## config.mk

```make
export PLATFORM = sky130hd
export DESIGN_NAME = thor2024_macro_expander
export DESIGN_NICKNAME = d
export VERILOG_FILES = /design/src/rtl/thor2024_macro_expander.sv
export SDC_FILE = /design/constraint.sdc
export NUM_CORES = 1
export LEC_CHECK = 0
export BUFFER_PORTS_ARGS = -buffer_cell sky130_fd_sc_hd__buf_4
export CORE_MARGIN = 2
export CORE_UTILIZATION = 55
export CTS_CLUSTER_SIZE = 20
export DETAILED_ROUTE_END_ITERATION = 8
export PLACE_DENSITY = 0.91
export SLEW_MARGIN = 10
export SYNTH_ARGS = -nofsm -noshare
export SYNTH_HDL_FRONTEND = slang
export SYNTH_SLANG_ARGS = --single-unit
```

## constraint.sdc

```tcl
create_clock -name clk -period 6.7 [get_ports clk]
set_input_delay 1.34 -clock clk [delete_from_list [all_inputs] [get_ports clk]]
set_output_delay 1.34 -clock clk [all_outputs]
set_load 0.02 [all_outputs]
```

## src/rtl/thor2024_macro_expander.sv

```systemverilog
// thor2024_macro_expander: cracks PUSH/POP/ENTER/LEAVE macro instructions into
// ADDI/MOV/LOAD/STORE micro-ops; every other instruction passes through.
// Optional feature macro: THOR2024_ENTER_LEAVE_EN expands ENTER/LEAVE; without
// it they are reported as illegal (single PASS with out_exc=1).
// Opcode field is instr[6:0]. PASS uops carry rd/ra/imm = 0; expanded uops
// carry the parent macro instruction on out_instr for tracing.
// Handshake: a transfer happens on a rising edge where valid and ready are both
// high; out_valid and every out_* field hold steady until that transfer.

package thor2024_macro_pkg;
    typedef logic [39:0] instruction_t;
    localparam logic [6:0] OP_PUSH    = 7'h58;
    localparam logic [6:0] OP_POP     = 7'h59;
    localparam logic [6:0] OP_ENTER   = 7'h5A;
    localparam logic [6:0] OP_LEAVE   = 7'h5B;
    localparam logic [2:0] KIND_PASS  = 3'd0;
    localparam logic [2:0] KIND_ADDI  = 3'd1;
    localparam logic [2:0] KIND_MOV   = 3'd2;
    localparam logic [2:0] KIND_LOAD  = 3'd3;
    localparam logic [2:0] KIND_STORE = 3'd4;
endpackage

module thor2024_macro_expander
    import thor2024_macro_pkg::*;
#(
    parameter logic [5:0] REG_SP = 6'd31,
    parameter logic [5:0] REG_FP = 6'd30,
    parameter logic [5:0] REG_LR = 6'd29
) (
    input  logic               rst,
    input  logic               clk,
    input  logic               in_valid,
    input  instruction_t       in_instr,
    input  logic               in_macro,
    output logic               in_ready,
    input  logic               flush,
    output logic               out_valid,
    input  logic               out_ready,
    output logic [2:0]         out_kind,
    output instruction_t       out_instr,
    output logic [5:0]         out_rd,
    output logic [5:0]         out_ra,
    output logic signed [31:0] out_imm,
    output logic               out_last,
    output logic               out_exc,
    output logic               dbg_state_o
);

`ifdef THOR2024_ENTER_LEAVE_EN
    localparam bit ENTER_LEAVE_EN = 1'b1;
`else
    localparam bit ENTER_LEAVE_EN = 1'b0;
`endif

    typedef enum logic {IDLE = 1'b0, EXPAND = 1'b1} state_t;

    state_t       state_q, state_d;
    logic [2:0]   step_q, step_d;
    logic         valid_q, valid_d;
    logic [2:0]   kind_q, kind_d;
    instruction_t instr_q, instr_d;
    logic [5:0]   rd_q, rd_d, ra_q, ra_d;
    logic [31:0]  imm_q, imm_d;
    logic         last_q, last_d, exc_q, exc_d;

    // Uop generator: which uop the instruction produces at a given step
    instruction_t g_instr;
    logic [2:0]   g_step, g_n, g_kind;
    logic [5:0]   g_n8, g_rd, g_ra;
    logic [1:0]   g_k;
    logic [31:0]  g_imm, g_frame;
    logic         g_last, g_recog;

    function automatic logic [5:0] list_reg(input instruction_t ins, input logic [1:0] k);
        case (k)
            2'd0:    return ins[12:7];
            2'd1:    return ins[18:13];
            2'd2:    return ins[24:19];
            default: return ins[30:25];
        endcase
    endfunction

    assign in_ready    = (state_q == IDLE) && !flush && (!valid_q || out_ready);
    assign out_valid   = valid_q;
    assign out_kind    = kind_q;
    assign out_instr   = instr_q;
    assign out_rd      = rd_q;
    assign out_ra      = ra_q;
    assign out_imm     = imm_q;
    assign out_last    = last_q;
    assign out_exc     = exc_q;
    assign dbg_state_o = (state_q == EXPAND);

    // Decode the uop for (instruction, step): step 0 of the incoming instruction
    // while idle, the following step of the latched macro while expanding.
    always_comb begin
        g_instr = (state_q == IDLE) ? in_instr : instr_q;
        g_step  = (state_q == IDLE) ? 3'd0 : step_q + 3'd1;
        g_n     = {1'b0, g_instr[32:31]} + 3'd1;
        g_n8    = {g_n, 3'b000};
        g_frame = {8'd0, g_instr[39:16]};
        g_k     = 2'd0;
        g_kind  = KIND_PASS;
        g_rd    = '0;
        g_ra    = '0;
        g_imm   = '0;
        g_last  = 1'b1;
        g_recog = 1'b0;
        case (g_instr[6:0])
            OP_PUSH: begin
                g_recog = 1'b1;
                g_ra    = REG_SP;
                if (g_step == 3'd0) begin
                    g_kind = KIND_ADDI;
                    g_rd   = REG_SP;
                    g_imm  = 32'd0 - {26'd0, g_n8};
                    g_last = 1'b0;
                end else begin
                    g_k    = g_step[1:0] - 2'd1;
                    g_kind = KIND_STORE;
                    g_rd   = list_reg(g_instr, g_k);
                    g_imm  = {27'd0, g_k, 3'b000};
                    g_last = (g_step == g_n);
                end
            end
            OP_POP: begin
                g_recog = 1'b1;
                g_ra    = REG_SP;
                if (g_step < g_n) begin
                    g_k    = g_step[1:0];
                    g_kind = KIND_LOAD;
                    g_rd   = list_reg(g_instr, g_k);
                    g_imm  = {27'd0, g_k, 3'b000};
                    g_last = 1'b0;
                end else begin
                    g_kind = KIND_ADDI;
                    g_rd   = REG_SP;
                    g_imm  = {26'd0, g_n8};
                end
            end
            OP_ENTER: begin
                g_recog = ENTER_LEAVE_EN;
                g_ra    = REG_SP;
                g_last  = 1'b0;
                case (g_step)
                    3'd0: begin g_kind = KIND_STORE; g_rd = REG_FP; g_imm = 32'hFFFF_FFF8; end
                    3'd1: begin g_kind = KIND_STORE; g_rd = REG_LR; g_imm = 32'hFFFF_FFF0; end
                    3'd2: begin g_kind = KIND_ADDI;  g_rd = REG_SP; g_imm = 32'hFFFF_FFF0; end
                    3'd3: begin g_kind = KIND_MOV;   g_rd = REG_FP; g_last = (g_frame == 32'd0); end
                    default: begin g_kind = KIND_ADDI; g_rd = REG_SP; g_imm = 32'd0 - g_frame; g_last = 1'b1; end
                endcase
            end
            OP_LEAVE: begin
                g_recog = ENTER_LEAVE_EN;
                g_ra    = REG_SP;
                g_last  = 1'b0;
                case (g_step)
                    3'd0: begin g_kind = KIND_MOV;  g_rd = REG_SP; g_ra = REG_FP; end
                    3'd1: begin g_kind = KIND_LOAD; g_rd = REG_LR; end
                    3'd2: begin g_kind = KIND_LOAD; g_rd = REG_FP; g_imm = 32'd8; end
                    default: begin g_kind = KIND_ADDI; g_rd = REG_SP; g_imm = 32'd16 + g_frame; g_last = 1'b1; end
                endcase
            end
            default: g_recog = 1'b0;
        endcase
    end

    // Next state: accept/pass-through while idle, walk the steps while expanding
    always_comb begin
        state_d = state_q;
        step_d  = step_q;
        valid_d = valid_q;
        kind_d  = kind_q;
        instr_d = instr_q;
        rd_d    = rd_q;
        ra_d    = ra_q;
        imm_d   = imm_q;
        last_d  = last_q;
        exc_d   = exc_q;
        if (flush) begin
            state_d = IDLE;
            step_d  = '0;
            valid_d = 1'b0;
        end else if (state_q == IDLE) begin
            if (in_valid && in_ready) begin
                valid_d = 1'b1;
                instr_d = in_instr;
                step_d  = '0;
                if (in_macro && g_recog) begin
                    state_d = EXPAND;
                    kind_d  = g_kind;
                    rd_d    = g_rd;
                    ra_d    = g_ra;
                    imm_d   = g_imm;
                    last_d  = g_last;
                    exc_d   = 1'b0;
                end else begin
                    kind_d  = KIND_PASS;
                    rd_d    = '0;
                    ra_d    = '0;
                    imm_d   = '0;
                    last_d  = 1'b1;
                    exc_d   = in_macro;
                end
            end else if (valid_q && out_ready) begin
                valid_d = 1'b0;
            end
        end else if (valid_q && out_ready) begin
            if (last_q) begin
                state_d = IDLE;
                step_d  = '0;
                valid_d = 1'b0;
            end else begin
                step_d  = step_q + 3'd1;
                kind_d  = g_kind;
                rd_d    = g_rd;
                ra_d    = g_ra;
                imm_d   = g_imm;
                last_d  = g_last;
                exc_d   = 1'b0;
            end
        end
    end

    // State and output registers
    always_ff @(posedge clk or posedge rst) begin
        if (rst) begin
            state_q <= IDLE;
            step_q  <= '0;
            valid_q <= 1'b0;
            kind_q  <= '0;
            instr_q <= '0;
            rd_q    <= '0;
            ra_q    <= '0;
            imm_q   <= '0;
            last_q  <= 1'b0;
            exc_q   <= 1'b0;
        end else begin
            state_q <= state_d;
            step_q  <= step_d;
            valid_q <= valid_d;
            kind_q  <= kind_d;
            instr_q <= instr_d;
            rd_q    <= rd_d;
            ra_q    <= ra_d;
            imm_q   <= imm_d;
            last_q  <= last_d;
            exc_q   <= exc_d;
        end
    end

endmodule

```

* Word level (Yosys, flattened, before mapping)
Index checks and enable logic that the tools add are counted.
Widths: inputs -> output; s select.
** Storage, ports and cells
- Output and inout bits :: 92
- Word-level logic and storage cells :: 135
- Register bits :: 94
- Input port bits :: 46
** Operators by class
- Equal/unequal tests :: 16
- Bitwise gates (word level) :: 2
- Reduce and logical (&&, ||, !) cells :: 26
- $add $sub $neg :: 6
- Muxes and demuxes :: 74
- $lt $le $gt $ge :: 1
** Operators by type and width (count)
- $mux 32 :: 6
- $pmux 32 s4 :: 1
- $pmux 32 s3 :: 1
- $mux 6 :: 13
- $pmux 25 s2 :: 1
- $mux 40 :: 1
- $mux 3 :: 12
- $pmux 6 s3 :: 2
- $eq 7x7->1 const B :: 4
- $mux 1 :: 27
- $add 5x24->25 const A :: 1
- $sub 1x24->25 const A :: 1
- $logic_not 24->1 :: 1
- $pmux 6 s4 :: 1
- $pmux 2 s2 :: 3
- $pmux 3 s4 :: 1
- $pmux 5 s2 :: 1
- $reduce_and 3->1 :: 3
- $reduce_or 2->1 :: 4
- $sub 1x6->7 const A :: 1
- $eq 3x2->1 const B :: 2
- $ne 3x2->1 const B :: 2
- $pmux 3 s2 :: 1
- $reduce_bool 3->1 :: 2
- other kinds (23) :: 33

* Depth between registers and ports, before layout
Gate-level depths: netlist of the first run.
- Word-level depth :: 10
- Mapped depth :: 16
- Gate-level depth less buffers :: 10

* Worst setup path before layout of the first run
OpenSTA, ideal clock, no wires.
- Kind :: reg2reg
- Start :: register state_q (netlist: dbg_state_o)
- End :: register imm_q[24] (netlist: out_imm[24])
- Arrival time :: 3.891 ns
- Stages on the path, launching flop included :: 15
- Required time :: 6.614 ns
- Library setup time :: 0.086 ns
- Setup slack :: 2.723 ns
- Path buffers :: 6
- Clock period less this slack :: 3.977 ns
- Cells stage by stage :: dfrtp_1 > buf_2 > buf_4 > buf_4 > clkbuf_1 > clkbuf_1 > nand2b_1 > ha_1 > clkbuf_1 > nor3_1 > a21oi_1 > nor3_4 > inv_2 > or4_1 > a32oi_1
** On the way
- Longest elaborated chain between the ends :: 8
- Elaborated cells between the ends (all ways) :: 36
- Those cells by class :: add/sub (4); eq/ne (9); mux (12); bitwise (1); reduce/logical (10)
** Ends and longest elaborated chain
- start, declared :: line 57 : state_t state_q, state_d;
- start signal, assigned :: line 239 : state_q <= state_d;
- branches (longest 8 deep; another with $sub 1x24->25)
- end signal, assigned :: line 246 : imm_q <= imm_d;
- end, declared :: line 63 : logic [31:0] imm_q, imm_d;
Several ways; the timed one is not identified. The select of a mux whose other input is x is not followed.
A chain may end at the register's enable or synchronous reset.

* Worst setup path after layout of the first run
Ends and elaborated chain as after synthesis.

==> metrics.md, run 1 <==
| Metric | Value |
|---|---|
| Outcome | completed |
| Core area | ~11000 um^2 |
| GP Congestion | 0.982 |
| Layout cells sized above 1 | 29.0% |
| Post-Synth Adder-Cell Area | 3.09% |
| CP startpoint kind | flop |
| # DRC | 0 |
| Hpwl dp | roughly 16000 um |
| Final Hold Violating Endpoints | 0 |
| Layout area overhead | 19.9% |
| Critical path's slowest cell | nor3_1 |
| PostCTS Resize Cnt | 0 |
| Met1 Track Usage GR | 53.4% |
| Via count | 6129 |
| Port Buf Inserts | roughly 140 |
| Crit-path cells | and2_1 > inv_1 > ha_1 > nor3_1 > a21oi_1 > nor3_4 > inv_2 > or4_1 > a32oi_1 |
| Most used DFF post-synth | dfrtp_1 |
| #FFs+latches synth | 84 |
| Max-Slew Margin vs Limit | 18.9% |
| Crit path capture type | flop |
| Post-detailed-route count of antenna-violating nets | 0 |
| Num CTS Buffers | 9 |
| Post-Syn Instances | approximately 660 |
| Global routing usage on met2 | 49.5% |
| Fmax | 221 MHz |
| Worst Path Required | 6.96 ns |
| Cell variety after synth | 67 |
| Clock Skews | ~0.0089 ns |
| Hold buffer count at cts | 0 |
| Iter 0 DRT Violations | 787 |
| Register Area | 2110 um^2 |
| CTS sink cnt | 84 |
| CTS root buffer | clkbuf_8 |
| Synth warn | 0 |
| Total Routing Usage GR | 35.9% |
| P per Cell Area | ~180 nW/um^2 |
| I/O pins | 138 |
| CP peak stage delay | ~0.79 ns |
| Post-CTS setup buffer count | 0 |
| Clk_lat worst skew | 0.38 ns |
| Synth async-reset ratio | 100% |
| Worst-path clk slew | 0.08 ns |
| Row count | 38 |
| FILL cells | approximately 870 |
| Antenna violations before repair | 0 |
| Number of enable flip-flop cells after synthesis | 0 |
| Cell family with the largest share of critical-path delay | simple AND/OR/NAND/NOR gates |
| Total grt overflow | 0 |
| CTS Buffer Depth | 2 |
| Setup violations, final | 0 |
| Hold WC Path Type | flop to flop |
| Post-Synth XOR/XNOR Area | 3.75% |
| Post-DP Area | 7100 um^2 |
| Die extent in y | 109 um |
| VDD IR max | 0.162 mV |
| Avg Cell Area, Syn | 9.24 um^2 |
| Data arrival, critical path | roughly 4.8 ns |
| RSZ-0062 raised after global routing | false |
| Final instance area | 7280 um^2 |
| Synthesized area | 6080 um^2 |
| Simple-gate area share of the yosys netlist | 18.3% |
| Post-layout util | 67.5% |
| Critical path class | flop to flop |
| Synth Area in Compound Gates | 19.3% |
| Pleak | roughly 3.1 nW |
| Sequential share of the synthesized area | 34.6% |
| Most used routing layer in global routing | met1 |
| Final min period | ~4.5 ns |
| Vias/cell | 6.76 |
| Pre-Repair DR Iteration Count | 9 |
| Die Area | 11900 um^2 |
| Avg WL per Cell | 23.1 um |
| Crit path max fanout | 43 |
| Multi-input logic area | 3660 um^2 |
| First-pass GRT wire length | 32300 um |
| CTS tree | yes |
| ANT cells | 0 |
| Final Slew Violations | 0 |
| Die width | around 110 um |
| Worst-margin pin slew | 1.21 ns |
| Final period util | 67.4% |
| Multiplexer share of the synthesized area | between 10% and 20% |
| Initial Util | 56.3% |
| Synth Net Count | around 720 |
| Largest net degree at the start of global routing | 85 |
| Max H-tree Level | 3 |
| Nets | between 800 and 900 |
| Setup TNS | 0 ns |
| Largest family of logic cells by synthesized area | compound AO/OA/AOI/OAI gates |
| Met3 Usage GRT | 9.80% |
| DRT Wirelength | roughly 21000 um |
| Max capacitance violation total | 0 |
| Buf+Inv Stages, Crit Path | 2 |
| Number of global-route vias before repair | 5632 |
## sequential cells by signal, indices dropped and copies added, names as in the netlist
name,flops
out_exc,1
out_instr,40
out_valid,1
out_ra,2
step_q,3
out_rd,6
out_last,1
out_kind,3
out_imm,26
dbg_state_o,1
## routing by layer
layer,vias to the layer above,part of all wire [%]
met5,-,0
li1,2704,-
met3,39,13
met2,420,42
met4,0,2.4
met1,2966,43
## worst reg2reg max path, cell delays in order, from the launching register on
cell and delay (ns):
dfrtp_4 0.74, and2_1 0.38, inv_1 0.15, ha_1 0.50
nor3_1 0.80, a21oi_1 0.25, nor3_4 0.70, inv_2 0.14
or4_1 0.55, a32oi_1 0.21
## per-stage QoR
stage / hold WS, ns / total power, mW / worst slack (ns) / cells
6_report: 0.495 / 1.28 / 2.19 / 906
5_1_grt: 0.544 / 1.33 / 1.88 / 906
4_1_cts: 0.491 / 1.29 / 2.33 / 906
3_5_place_dp: 0.466 / 0.925 / 2.34 / 891
3_3_place_gp: 0.464 / 0.914 / 2.38 / 891
2_1_floorplan: 0.447 / 0.772 / 2.72 / 658
## cell families after synthesis
| family | after synthesis |
|---|---|
| AOI/OAI and AO/OA | 170 |
| muxes | 88 |
| other | 1 |
| adders and majority gates | 15 |
| DFF | 84 |
| xor gates and xnor gates | 26 |
| and+or+nand+nor | 203 |
| buffers and inverters | 71 |
## synthesized netlist by cell type (16+ instances only)
master	count	area [um^2]
a21oi_1	33	165
clkbuf_1	34	128
dfrtp_1	84	2100
inv_1	18	67.6
mux2_2	58	653
mux2i_1	29	290
nand2_1	62	233
nand3_1	17	85.1
nor2_1	26	97.6
o21ai_0	33	165
xnor2_1	16	140
## final timing paths
check	cells after the start	endpoint	start	slack [ns]
setup reg to reg	9	out_imm[24]	dbg_state_o	2.19
setup / recovery	9	out_imm[24]	dbg_state_o	2.19
min in group asynchronous	3	step_q[1]	rst	1.31
max in group asynchronous	3	dbg_state_o	rst	4.59
hold / removal	2	out_imm[0]	out_imm[0]	0.50
hold reg to reg	2	out_imm[0]	out_imm[0]	0.50
## layout by cell type, fill, tap and decap left out, types with 11 or more instances in the layout
cell type,synthesis,final
inv_1,18,17
nand3b_1,12,12
nor3_1,11,11
ha_1,15,15
a21oi_1,33,33
a32oi_1,15,15
xnor2_1,16,16
mux2_2,58,58
dfrtp_1,84,83
nor2_1,26,26
a222oi_1,13,13
mux2i_1,29,29
nand2_1,62,62
buf_4,12,145
o21ai_0,33,33
nand3_1,17,17
o21ai_1,11,11
## report_power, final
part / internal (mW) / switching (mW)
sequential: 0.551 / 0.0521
combinational: 0.139 / 0.179
clock: 0.181 / 0.183
## area by class of cell
type | instances | area share [%]
Inverter | 19 | 0.996
Tap cell | 140 | 2.40
Timing Repair Buffer | 145 | 14.9
Clock buffer | 13 | 2.04
Clock inverter | 2 | 0.481
Multi-Input combinational cell | 503 | 50.2
Sequential cell | 84 | 28.9
Note: power is estimated with default switching activity, not from simulation.
==> run 2: changes to the inputs <==
--- a/config.mk
+++ b/config.mk
@@ -7,10 +7,10 @@
 export LEC_CHECK = 0
 export BUFFER_PORTS_ARGS = -buffer_cell sky130_fd_sc_hd__buf_4
 export CORE_MARGIN = 2
-export CORE_UTILIZATION = 55
+export CORE_UTILIZATION = 50
 export CTS_CLUSTER_SIZE = 20
 export DETAILED_ROUTE_END_ITERATION = 8
-export PLACE_DENSITY = 0.91
+export PLACE_DENSITY = 0.88
 export SLEW_MARGIN = 10
 export SYNTH_ARGS = -nofsm -noshare
 export SYNTH_HDL_FRONTEND = slang
==> constraint.sdc (replaced) <==
create_clock -name clk -period 3.9 [get_ports clk]
set_input_delay 0.78 -clock clk [delete_from_list [all_inputs] [get_ports clk]]
set_output_delay 0.78 -clock clk [all_outputs]
set_load 0.02 [all_outputs]
==> metrics.md, run 2 (synthesis gave the netlist of run 1 again) <==
| Metric | Value |
|---|---|
| Antenna violations before repair | 0 (unchanged) |
| Setup violations, final | 0 (unchanged) |
| Worst-margin pin slew | 0.831 ns (was 1.21 ns) |
| CP startpoint kind | flop (unchanged) |
| VDD IR max | 0.240 mV (was 0.162 mV) |
| Core area | 12000 um^2 (was 10800 um^2) |
| Nets | 841 (was 823) |
| Final instance area | 7530 um^2 (was 7280 um^2) |
| Hold Crit Depth | 2 (unchanged) |
| Final min period | 3.78 ns (was 4.51 ns) |
| Max H-tree Level | 3 (unchanged) |
| Max-Slew Margin vs Limit | 43.0% (was 18.9%) |
| Critical path class | flop to flop (unchanged) |
| Worst r2r src | dbg_state_o (unchanged) |
| Commonest cells after routing, fill and taps aside | 163 x buf_4, 83 x dfrtp_1, 62 x nand2_1 (was 145 x buf_4, 83 x dfrtp_1, 62 x nand2_1) |
| Worst Path Required | 4.14 ns (was 6.96 ns) |
| Total Routing Usage GR | 29.2% (was 35.9%) |
| Row count | 40 (was 38) |
| Worst R2R Path Depth | 9 (unchanged) |
| Port Buf Inserts | 136 (unchanged) |
| Max FFs per register | 40 (unchanged) |
| Final period util | 96.9% (was 67.4%) |
| Max capacitance violation total | 0 (unchanged) |
| Hold EP | out_imm[6] (was out_imm[0]) |
| Vias/cell | 6.46 (was 6.76) |
| Post-detailed-route count of antenna-violating nets | 0 (unchanged) |
| Clk_lat worst skew | 0.35 ns (was 0.38 ns) |
| Post-layout util | 62.9% (was 67.5%) |
| CTS sink cnt | 84 (unchanged) |
| GP Congestion | 1.01 (was 0.982) |
| Sw frac | 30.9% (was 32.3%) |
| Hold WC Path Type | flop to flop (unchanged) |
| DRT Wirelength | 19000 um (was 20900 um) |
| Iter 0 DRT Violations | 770 (was 787) |
| First-pass GRT wire length | 29700 um (was 32300 um) |
| RSZ-0062 raised after global routing | false (unchanged) |
| CTS tree | yes (unchanged) |
| Die width | 114 um (was 109 um) |
| Crit path capture type | flop (unchanged) |
| PnR worst setup slack | 0.122 ns (was 2.19 ns) |
| Avg WL per Cell | 20.3 um (was 23.1 um) |
| Data arrival, critical path | 4.02 ns (was 4.78 ns) |
| Layout area overhead | 23.9% (was 19.9%) |
| Reg2Reg Setup Slack | 0.12 ns (was 2.19 ns) |
| Commonest non-fill, non-tap cell in the layout | buf_4 (unchanged) |
| Die Area | 13100 um^2 (was 11900 um^2) |
| P per Cell Area | 315 nW/um^2 (was 176 nW/um^2) |
| Fmax | 265 MHz (was 221 MHz) |
| Total grt overflow | 0 (unchanged) |
| Final Slew Violations | 0 (unchanged) |
| Number of global-route vias before repair | 5286 (was 5632) |
| Failing checks | DRC |
| Pleak | 3.20 nW (was 3.06 nW) |
| Pre-Repair DR Iteration Count | 9 (unchanged) |
| Setup TNS | 0 ns (unchanged) |
| CTS Buffer Depth | 2 (unchanged) |
| Internal power | 1.64 mW (was 870 uW) |
| Hpwl dp | 14200 um (was 15500 um) |
| Seq pwr share | 43.6% (was 46.9%) |
| Post-place setup slack | 0.207 ns (was 2.34 ns) |
| Hold_sp | out_imm[6] (was out_imm[0]) |
| Largest net degree at the start of global routing | 43 (was 85) |
| Crit path max fanout | 42 (was 43) |
| Clk network pwr share | 33.5% (was 28.3%) |
| Via count | 6022 (was 6129) |
| Clock Skews | 0.00682 ns (was 0.00894 ns) |
| Num CTS Buffers | 9 (unchanged) |
| Comb pwr share | 22.9% (was 24.8%) |
| Post-DP Area | 7250 um^2 (was 7100 um^2) |
| # DRC | 2 (was 0) |
| Switching power | 734 uW (was 415 uW) |
| Hold buffer count at cts | 0 (unchanged) |
| Worst-path clk slew | 0.06 ns (was 0.08 ns) |
| Die extent in y | 114 um (was 109 um) |
| CTS root buffer | clkbuf_16 (was clkbuf_8) |
| Outcome | finished with violations (was completed) |
| I/O pins | 138 (unchanged) |
| Layout cells sized above 1 | 31.1% (was 29.0%) |
| ANT cells | 0 (unchanged) |
| Final Hold Violating Endpoints | 0 (unchanged) |
| Initial Util | 50.8% (was 56.3%) |
| Worst r2r dst | out_imm[30] (was out_imm[24]) |
run 2: worst max-delay path: stages, from the launching register on:
cell and delay (ns):
dfrtp_4 0.73, mux2_2 0.44, inv_1 0.10, ha_1 0.23, nor4bb_1 0.56, o211ai_1 0.35
nand4b_1 0.52, o31ai_1 0.46, a21oi_1 0.13, a21o_1 0.16
run 2: power groups by stage:
stage	clock (mW)	sequential, mW	combinational, mW
after floorplan	0	1.12	0.207
final	0.795	1.03	0.543
after detailed placement	0	1.05	0.536
after global placement	0	1.04	0.529
after global routing	0.845	1.04	0.576
after CTS	0.801	1.03	0.539
run 2: layout make-up:
type | instances | area, um^2
fill | 1023 | 4430
clock inverter | 4 | 25.0
multi-input combinational | 503 | 3670
timing repair buffer | 163 | 1220
sequential | 84 | 2110
clock buffer | 12 | 246
tap | 147 | 184
inverter | 19 | 72.6
run 2: repair_timing:
action | 4_1_cts | 5_1_grt
gates resized for setup | 0 | 1
buffers inserted | 0 | 0
endpoints found under the setup margin | 0 | 2
hold endpoints to repair | 0 | 0
run 2: layer usage:
metal / wire [um] / GRT usage [%]
met2: 7990 / 40.2
met1: 8490 / 46.4
met5: 0 / 0
met3: 2160 / 6.14
met4: 317 / 7.24
run 2: through the flow:
step | cells | total power [mW] | hold WS (ns)
2_1_floorplan | 658 | 1.33 | 0.447
3_3_place_gp | 916 | 1.57 | 0.468
3_5_place_dp | 916 | 1.58 | 0.475
4_1_cts | 932 | 2.37 | 0.488
5_1_grt | 932 | 2.46 | 0.526
6_report | 932 | 2.37 | 0.484
run 2: how the worst max path moves through the flow:
stage	cells past startpoint	start	end	slack, ns
5_1_grt	9	dbg_state_o	out_imm[30]	0.07
3_5_place_dp	10	in_instr[16]	out_imm[30]	0.21
6_report	9	dbg_state_o	out_imm[30]	0.12
2_1_floorplan	14	dbg_state_o	out_imm[24]	0.07
3_3_place_gp	10	in_instr[16]	out_imm[30]	0.40
4_1_cts	9	dbg_state_o	out_imm[30]	0.21
